[config.mk]
export PLATFORM = sky130hd
export DESIGN_NAME = hs_cdc_pulse_pacer
export DESIGN_NICKNAME = d
export VERILOG_FILES = /design/src/rtl/hs_cdc_pulse_pacer.sv
export SDC_FILE = /design/constraint.sdc
export NUM_CORES = 1
export LEC_CHECK = 0
export ABC_CLOCK_PERIOD_IN_PS = 2200
export BUFFER_PORTS_ARGS = -buffer_cell sky130_fd_sc_hd__buf_2
export CELL_PAD_IN_SITES_DETAIL_PLACEMENT = 1
export CELL_PAD_IN_SITES_GLOBAL_PLACEMENT = 1
export CORE_ASPECT_RATIO = 1.2
export CORE_UTILIZATION = 30
export CTS_CLUSTER_DIAMETER = 200
export DETAILED_ROUTE_END_ITERATION = 12
export PLACE_DENSITY = 0.67
export REMOVE_ABC_BUFFERS = 1
export SYNTH_ARGS = -nofsm -noshare
export SYNTH_HDL_FRONTEND = slang
export SYNTH_SLANG_ARGS = --single-unit
[constraint.sdc]
create_clock -name clk -period 2.2 [get_ports clk]
set_input_delay 0.22 -clock clk [delete_from_list [all_inputs] [get_ports clk]]
set_output_delay 0.22 -clock clk [all_outputs]
set_load 0.01 [all_outputs]
[src/rtl/hs_cdc_pulse_pacer.sv]
// -----------------------------------------------------------------------------
// hs_cdc_pulse_pacer
//
// Purpose:
//   Accepts single-cycle event requests, queues them in a saturating pending
//   counter and replays them as single-cycle pulses with at least GAP_CYCLES
//   idle cycles between pulses. The paced output feeds a pulse synchroniser's
//   pulse_in, which needs spacing so that every pulse survives the crossing.
//
// Parameters:
//   ACTIVE_LEVEL : LEVEL_HIGH / LEVEL_LOW, active level of pulse_out
//   GAP_CYCLES   : 1..255, idle cycles forced between consecutive pulses
//   CNT_WIDTH    : 1..16, width of the pending-event counter
//
// Ports:
//   clk          in   rising-edge clock for all logic
//   srst         in   synchronous active-high reset
//   evt_valid    in   event request
//   evt_ready    out  pacer can accept an event (combinational)
//   flush        in   discard all pending events
//   pulse_out    out  paced single-cycle pulse (registered)
//   pending_cnt  out  events accepted but not yet emitted
//   busy         out  FSM not idle or events still pending
//   sent_cnt     out  16-bit wrapping count of emitted pulses
//                     (only when HS_CDC_PULSE_PACER_STAT_EN is defined)
//
// Configuration macro:
//   HS_CDC_PULSE_PACER_STAT_EN - adds the sent_cnt statistics output.
// -----------------------------------------------------------------------------

package hs_cdc_pulse_pacer_pkg;

    typedef enum logic {
        LEVEL_LOW  = 1'b0,
        LEVEL_HIGH = 1'b1
    } level_e;

endpackage : hs_cdc_pulse_pacer_pkg

module hs_cdc_pulse_pacer
    import hs_cdc_pulse_pacer_pkg::*;
#(
    parameter level_e ACTIVE_LEVEL = LEVEL_HIGH,
    parameter int     GAP_CYCLES   = 6,
    parameter int     CNT_WIDTH    = 4
) (
    input  logic                 clk,
    input  logic                 srst,
    input  logic                 evt_valid,
    output logic                 evt_ready,
    input  logic                 flush,
    output logic                 pulse_out,
    output logic [CNT_WIDTH-1:0] pending_cnt,
    output logic                 busy
`ifdef HS_CDC_PULSE_PACER_STAT_EN
    ,
    output logic [15:0]          sent_cnt
`endif
);

    localparam logic [CNT_WIDTH-1:0] PEND_MAX  = '1;
    localparam logic [CNT_WIDTH-1:0] PEND_ONE  = CNT_WIDTH'(1);
    localparam logic [7:0]           GAP_LOAD  = 8'(GAP_CYCLES);
    localparam logic                 LVL_ACT   = logic'(ACTIVE_LEVEL);
    localparam logic                 LVL_INACT = ~logic'(ACTIVE_LEVEL);

    typedef enum logic [1:0] {
        ST_IDLE = 2'd0,
        ST_EMIT = 2'd1,
        ST_GAP  = 2'd2
    } state_e;

    state_e                 state_q, state_d;
    logic [7:0]             gap_q,   gap_d;
    logic [CNT_WIDTH-1:0]   pend_q,  pend_d;
    logic                   pulse_q, pulse_d;

    logic                   accept;
    logic                   emit_dec;

    // Ready drops when the counter is saturated, and also under flush since
    // flush discards whatever would be accepted on that edge anyway.
    assign evt_ready = (pend_q != PEND_MAX) && !flush;
    assign accept    = evt_valid && evt_ready;
    // The guard on pend_q keeps the counter from underflowing even if an
    // EMIT cycle ever finds the count already at zero.
    assign emit_dec  = (state_q == ST_EMIT) && (pend_q != '0);

    // Pending counter: flush wins, an accept and a decrement on the same
    // edge cancel out, and saturation is prevented by evt_ready.
    always_comb begin
        // NOTE: every combinational output gets a default before any branch,
        // otherwise paths that skip an assignment infer a latch.
        pend_d = pend_q;
        if (flush) begin
            pend_d = '0;
        end else if (accept && !emit_dec) begin
            pend_d = pend_q + PEND_ONE;
        end else if (!accept && emit_dec) begin
            pend_d = pend_q - PEND_ONE;
        end
    end

    // Next-state and registered-output logic.
    always_comb begin
        state_d = state_q;
        gap_d   = gap_q;
        pulse_d = LVL_INACT;

        unique case (state_q)
            ST_IDLE: begin
                // A flush on this edge discards the event that would have
                // started the pulse, so no pulse is emitted for it.
                if ((pend_q != '0) && !flush) begin
                    state_d = ST_EMIT;
                end
            end

            ST_EMIT: begin
                state_d = ST_GAP;
                gap_d   = GAP_LOAD;
            end

            ST_GAP: begin
                gap_d = gap_q - 8'd1;
                if (gap_q <= 8'd1) begin
                    gap_d = '0;
                    // Looks at the count after this edge's update so that a
                    // back-to-back stream keeps the GAP_CYCLES+1 period.
                    state_d = (pend_d != '0) ? ST_EMIT : ST_IDLE;
                end
            end

            default: begin
                state_d = ST_IDLE;
                gap_d   = '0;
            end
        endcase

        // pulse_out is registered, so it is driven from the next state.
        if (state_d == ST_EMIT) begin
            pulse_d = LVL_ACT;
        end
    end

    always_ff @(posedge clk) begin
        // NOTE: sequential state uses non-blocking assignments so every
        // register samples the pre-edge values of the others.
        if (srst) begin
            state_q <= ST_IDLE;
            gap_q   <= '0;
            pend_q  <= '0;
            pulse_q <= LVL_INACT;
        end else begin
            state_q <= state_d;
            gap_q   <= gap_d;
            pend_q  <= pend_d;
            pulse_q <= pulse_d;
        end
    end

    assign pulse_out   = pulse_q;
    assign pending_cnt = pend_q;
    assign busy        = (state_q != ST_IDLE) || (pend_q != '0);

`ifdef HS_CDC_PULSE_PACER_STAT_EN
    logic [15:0] sent_q, sent_d;

    // Counts EMIT cycles; wraps naturally at 16 bits and ignores flush.
    always_comb begin
        sent_d = sent_q;
        if (state_q == ST_EMIT) begin
            sent_d = sent_q + 16'd1;
        end
    end

    always_ff @(posedge clk) begin
        if (srst) begin
            sent_q <= '0;
        end else begin
            sent_q <= sent_d;
        end
    end

    assign sent_cnt = sent_q;
`endif

endmodule : hs_cdc_pulse_pacer

==> flow_metrics.env <==
export IMPL_net_switching_power_uw=295
export IMPL_hold_viol_final=0
export IMPL_fill_cells=402
export IMPL_max_stage_delay_ns=0.39
export IMPL_max_cap_viol_count=0
export IMPL_avgSynthCellArea_um2=8.28
export IMPL_yosys_register_bits=15
export IMPL_yosys_most_used_dff="dfxtp_1"
export IMPL_grt_max_degree=12
export IMPL_fp_dieH_um=66.3
export IMPL_crit_chain="inv_2 > ha_1 > or3b_4 > and2_4 > maj3_2 > o211a_1 > nor4_4 > nor4_1"
export IMPL_wl_um=2870
export IMPL_p_leak_uw=0.000532
export IMPL_cpLargestDelayFamily="simple AND/OR/NAND/NOR gates"
export IMPL_place_gp_congestion=0.760
export IMPL_worst_r2r_endpoint="pulse_out$_SDFF_PP0_"
export IMPL_clock_skew_ns=0.00106
export IMPL_p_sw_frac=0.341
export IMPL_cellPowerDensity_nw_per_um2=679
export IMPL_clkPwrFrac=0.264
export IMPL_rsz0062_at_grt="false"
export IMPL_startpoint_type="flip-flop"
export IMPL_synth_cells=125
export IMPL_syn_to_final_growth_pct=23.0
export IMPL_yosysUniqueCellTypes=46
export IMPL_hp_class="in -> reg"
export IMPL_io_pins=11
export IMPL_ant_nets=0
export IMPL_diodes=0
export IMPL_cts_made_buffers=3
export IMPL_clkSlewWorstSetupHoldPaths_ns=0.06
export IMPL_cp_required_ns=2.34
export IMPL_clock_path_buffers=2
export IMPL_final_util=0.384
export IMPL_track_usage=0.172
export IMPL_internal_power_uw=569
export IMPL_status="finished clean"
export IMPL_coreArea_um2=3310
export IMPL_drt_iter0_drc=13
export IMPL_comb_power_share=0.362
export IMPL_cts_hold_buffers=0
export IMPL_vias=986
export IMPL_slowest_stage="or3b_4"
export IMPL_cts_sinks=15
export IMPL_timing_rr_start="pending_cnt[0]$_SDFF_PP0_"
export IMPL_setup_viol=0
export IMPL_cts_max_level=1
export IMPL_power_frac_seq=0.374
export IMPL_startpoint="pending_cnt[0]$_SDFF_PP0_"
export IMPL_cp_data_arrival_time_ns=2.22
export IMPL_fin_nets=159
export IMPL_holdPathEnd="gap_q[1]$_SDFFE_PP0N_"
export IMPL_mostFrequentLayoutCell="nor2_1"
export IMPL_tritoncts="built"
export IMPL_slew_headroom=0.701
export IMPL_grt_pass1_vias=989
export IMPL_drc_errors=0
export IMPL_cp_buffers_inverters=1
export IMPL_worst_hold_slack_ns=0.296
export IMPL_rrSetupSlack_ns=0.12
export IMPL_synth_enable_flop_cells=0
export IMPL_max_freq_mhz=480
export IMPL_fin_crit_ns=2.08
export IMPL_path_max_fanout=3
export IMPL_via_per_inst=5.39
export IMPL_fin_crit_sh=0.947
export IMPL_slew_violations=0
export IMPL_synthesis_area_um2=1030
export IMPL_worst_slew_pin_slew_ns=0.442
export IMPL_ir_drop_v=0.000421
export IMPL_clk_insertion_delay_late_ns=0.25
export IMPL_rows=23
export IMPL_min_from="srst"
export IMPL_start_util=0.313
export IMPL_antenna_found_initial=0
export IMPL_yosysWarnings=0
export IMPL_finalInstanceArea_um2=1270
export IMPL_worstSetupEndpointType="flip-flop"
export IMPL_worst_setup_path_type="reg -> reg"
export IMPL_place_area_um2=1190
export IMPL_io_buffers=10
export IMPL_hold_depth=2
export IMPL_yosysSeqAreaShare=0.290
export IMPL_finalPower_uw=863
export IMPL_layout_common_cells="14 x nor2_1, 13 x dfxtp_1, 12 x buf_4, 10 x buf_2"
export IMPL_synthArstFlopShare=0
export IMPL_first_pass_iters=4
export IMPL_grt_pass1_wl_um=4820
export IMPL_tns_ns=0
export IMPL_final_layout_size_suffix_gt1_frac=0.288
export IMPL_wl_per_cell_um=15.7
export IMPL_cts_root_buf="clkbuf_8"
export IMPL_gr_total_overflow=0
export IMPL_fp_dieArea_um2=3690
export IMPL_dp_hpwl_um=2190
export IMPL_die_w_um=55.6
export IMPL_r2r_cells=8
## sequential cells by signal, summed over array words and instances, names as in the netlist
name and cells:
gap_q 8, pending_cnt 4, state_q 2, pulse_out 1
## worst max-delay path by stage
stage                            to  cells past startpoint
6_report       pulse_out$_SDFF_PP0_                      8
3_3_place_gp   pulse_out$_SDFF_PP0_                      8
5_1_grt        pulse_out$_SDFF_PP0_                      8
2_1_floorplan  pulse_out$_SDFF_PP0_                      8
4_1_cts        pulse_out$_SDFF_PP0_                      8
3_5_place_dp   pulse_out$_SDFF_PP0_                      8
## logic make-up (layout without fill, tap and decap cells)
logic type / Yosys count / count (layout) / share of synthesized area
muxes: 3 / 3 / 0.0314
buffers and inverters: 14 / 35 / 0.0592
xor gates and xnor gates: 5 / 5 / 0.0423
DFF: 15 / 15 / 0.290
AOI/OAI and AO/OA: 27 / 27 / 0.163
adders and majority gates: 9 / 9 / 0.108
and+or+nand+nor: 52 / 52 / 0.306
## cell usage after synthesis (2+ instances only)
cell type | n | area share
a211oi_1 | 2 | 0.015
a21oi_1 | 7 | 0.034
a31oi_1 | 2 | 0.012
clkbuf_1 | 3 | 0.011
dfxtp_1 | 15 | 0.29
ha_1 | 8 | 0.097
inv_1 | 9 | 0.033
mux2_2 | 2 | 0.022
nand2_1 | 4 | 0.015
nand3_1 | 5 | 0.024
nor2_1 | 14 | 0.051
nor2b_1 | 7 | 0.042
nor3_1 | 2 | 0.0097
nor3b_1 | 2 | 0.015
nor4_1 | 3 | 0.018
o21ai_0 | 7 | 0.034
xnor2_1 | 4 | 0.034
## final cells by class
class	instances	area, um2	share of cell area
Sequential cell	15	303	0.238
Inverter	9	33.8	0.0265
Tap cell	37	46.3	0.0364
Timing Repair Buffer	22	140	0.110
Clock buffer	4	45.0	0.0354
Multi-Input combinational cell	96	704	0.554
## metrics by stage
step	setup slack, ns	std cells
final	0.117	183
after floorplan	0.0342	120
after CTS	0.00870	182
after detailed placement	0.0285	178
after global placement	0.0972	178
after global routing	0.0149	183
## what timing repair did
action | in CTS | in global routing
resized for setup | 0 | 11
setup endpoints to repair | 0 | 2
buffers inserted | 0 | 1
## worst reg2reg max path, stage by stage, from the launching register on
cell and delay (ns):
dfxtp_2 0.34, inv_2 0.06, ha_1 0.15, or3b_4 0.39, and2_4 0.18, maj3_2 0.30
o211a_1 0.25, nor4_4 0.23, nor4_1 0.08
## routing by layer
layer / share of wire / routed length [um] / vias to the layer above / track usage
met1: 0.41 / 1160 / 481 / 0.183
met5: 0 / 0 / - / 0
li1: - / - / 487 / -
met3: 0.017 / 50 / 5 / 0.0235
met4: 0.016 / 47 / 0 / 0.0656
met2: 0.56 / 1610 / 13 / 0.340
## power by group through the flow
| stage | clock network [uW] | registers, uW | logic (uW) |
|---|---|---|---|
| after floorplan | 0 | 325 | 210 |
| after global placement | 0 | 325 | 285 |
| after detailed placement | 0 | 328 | 292 |
| after CTS | 238 | 322 | 297 |
| after global routing | 246 | 327 | 346 |
| final | 228 | 323 | 313 |
(Power assumes the default switching activity.)
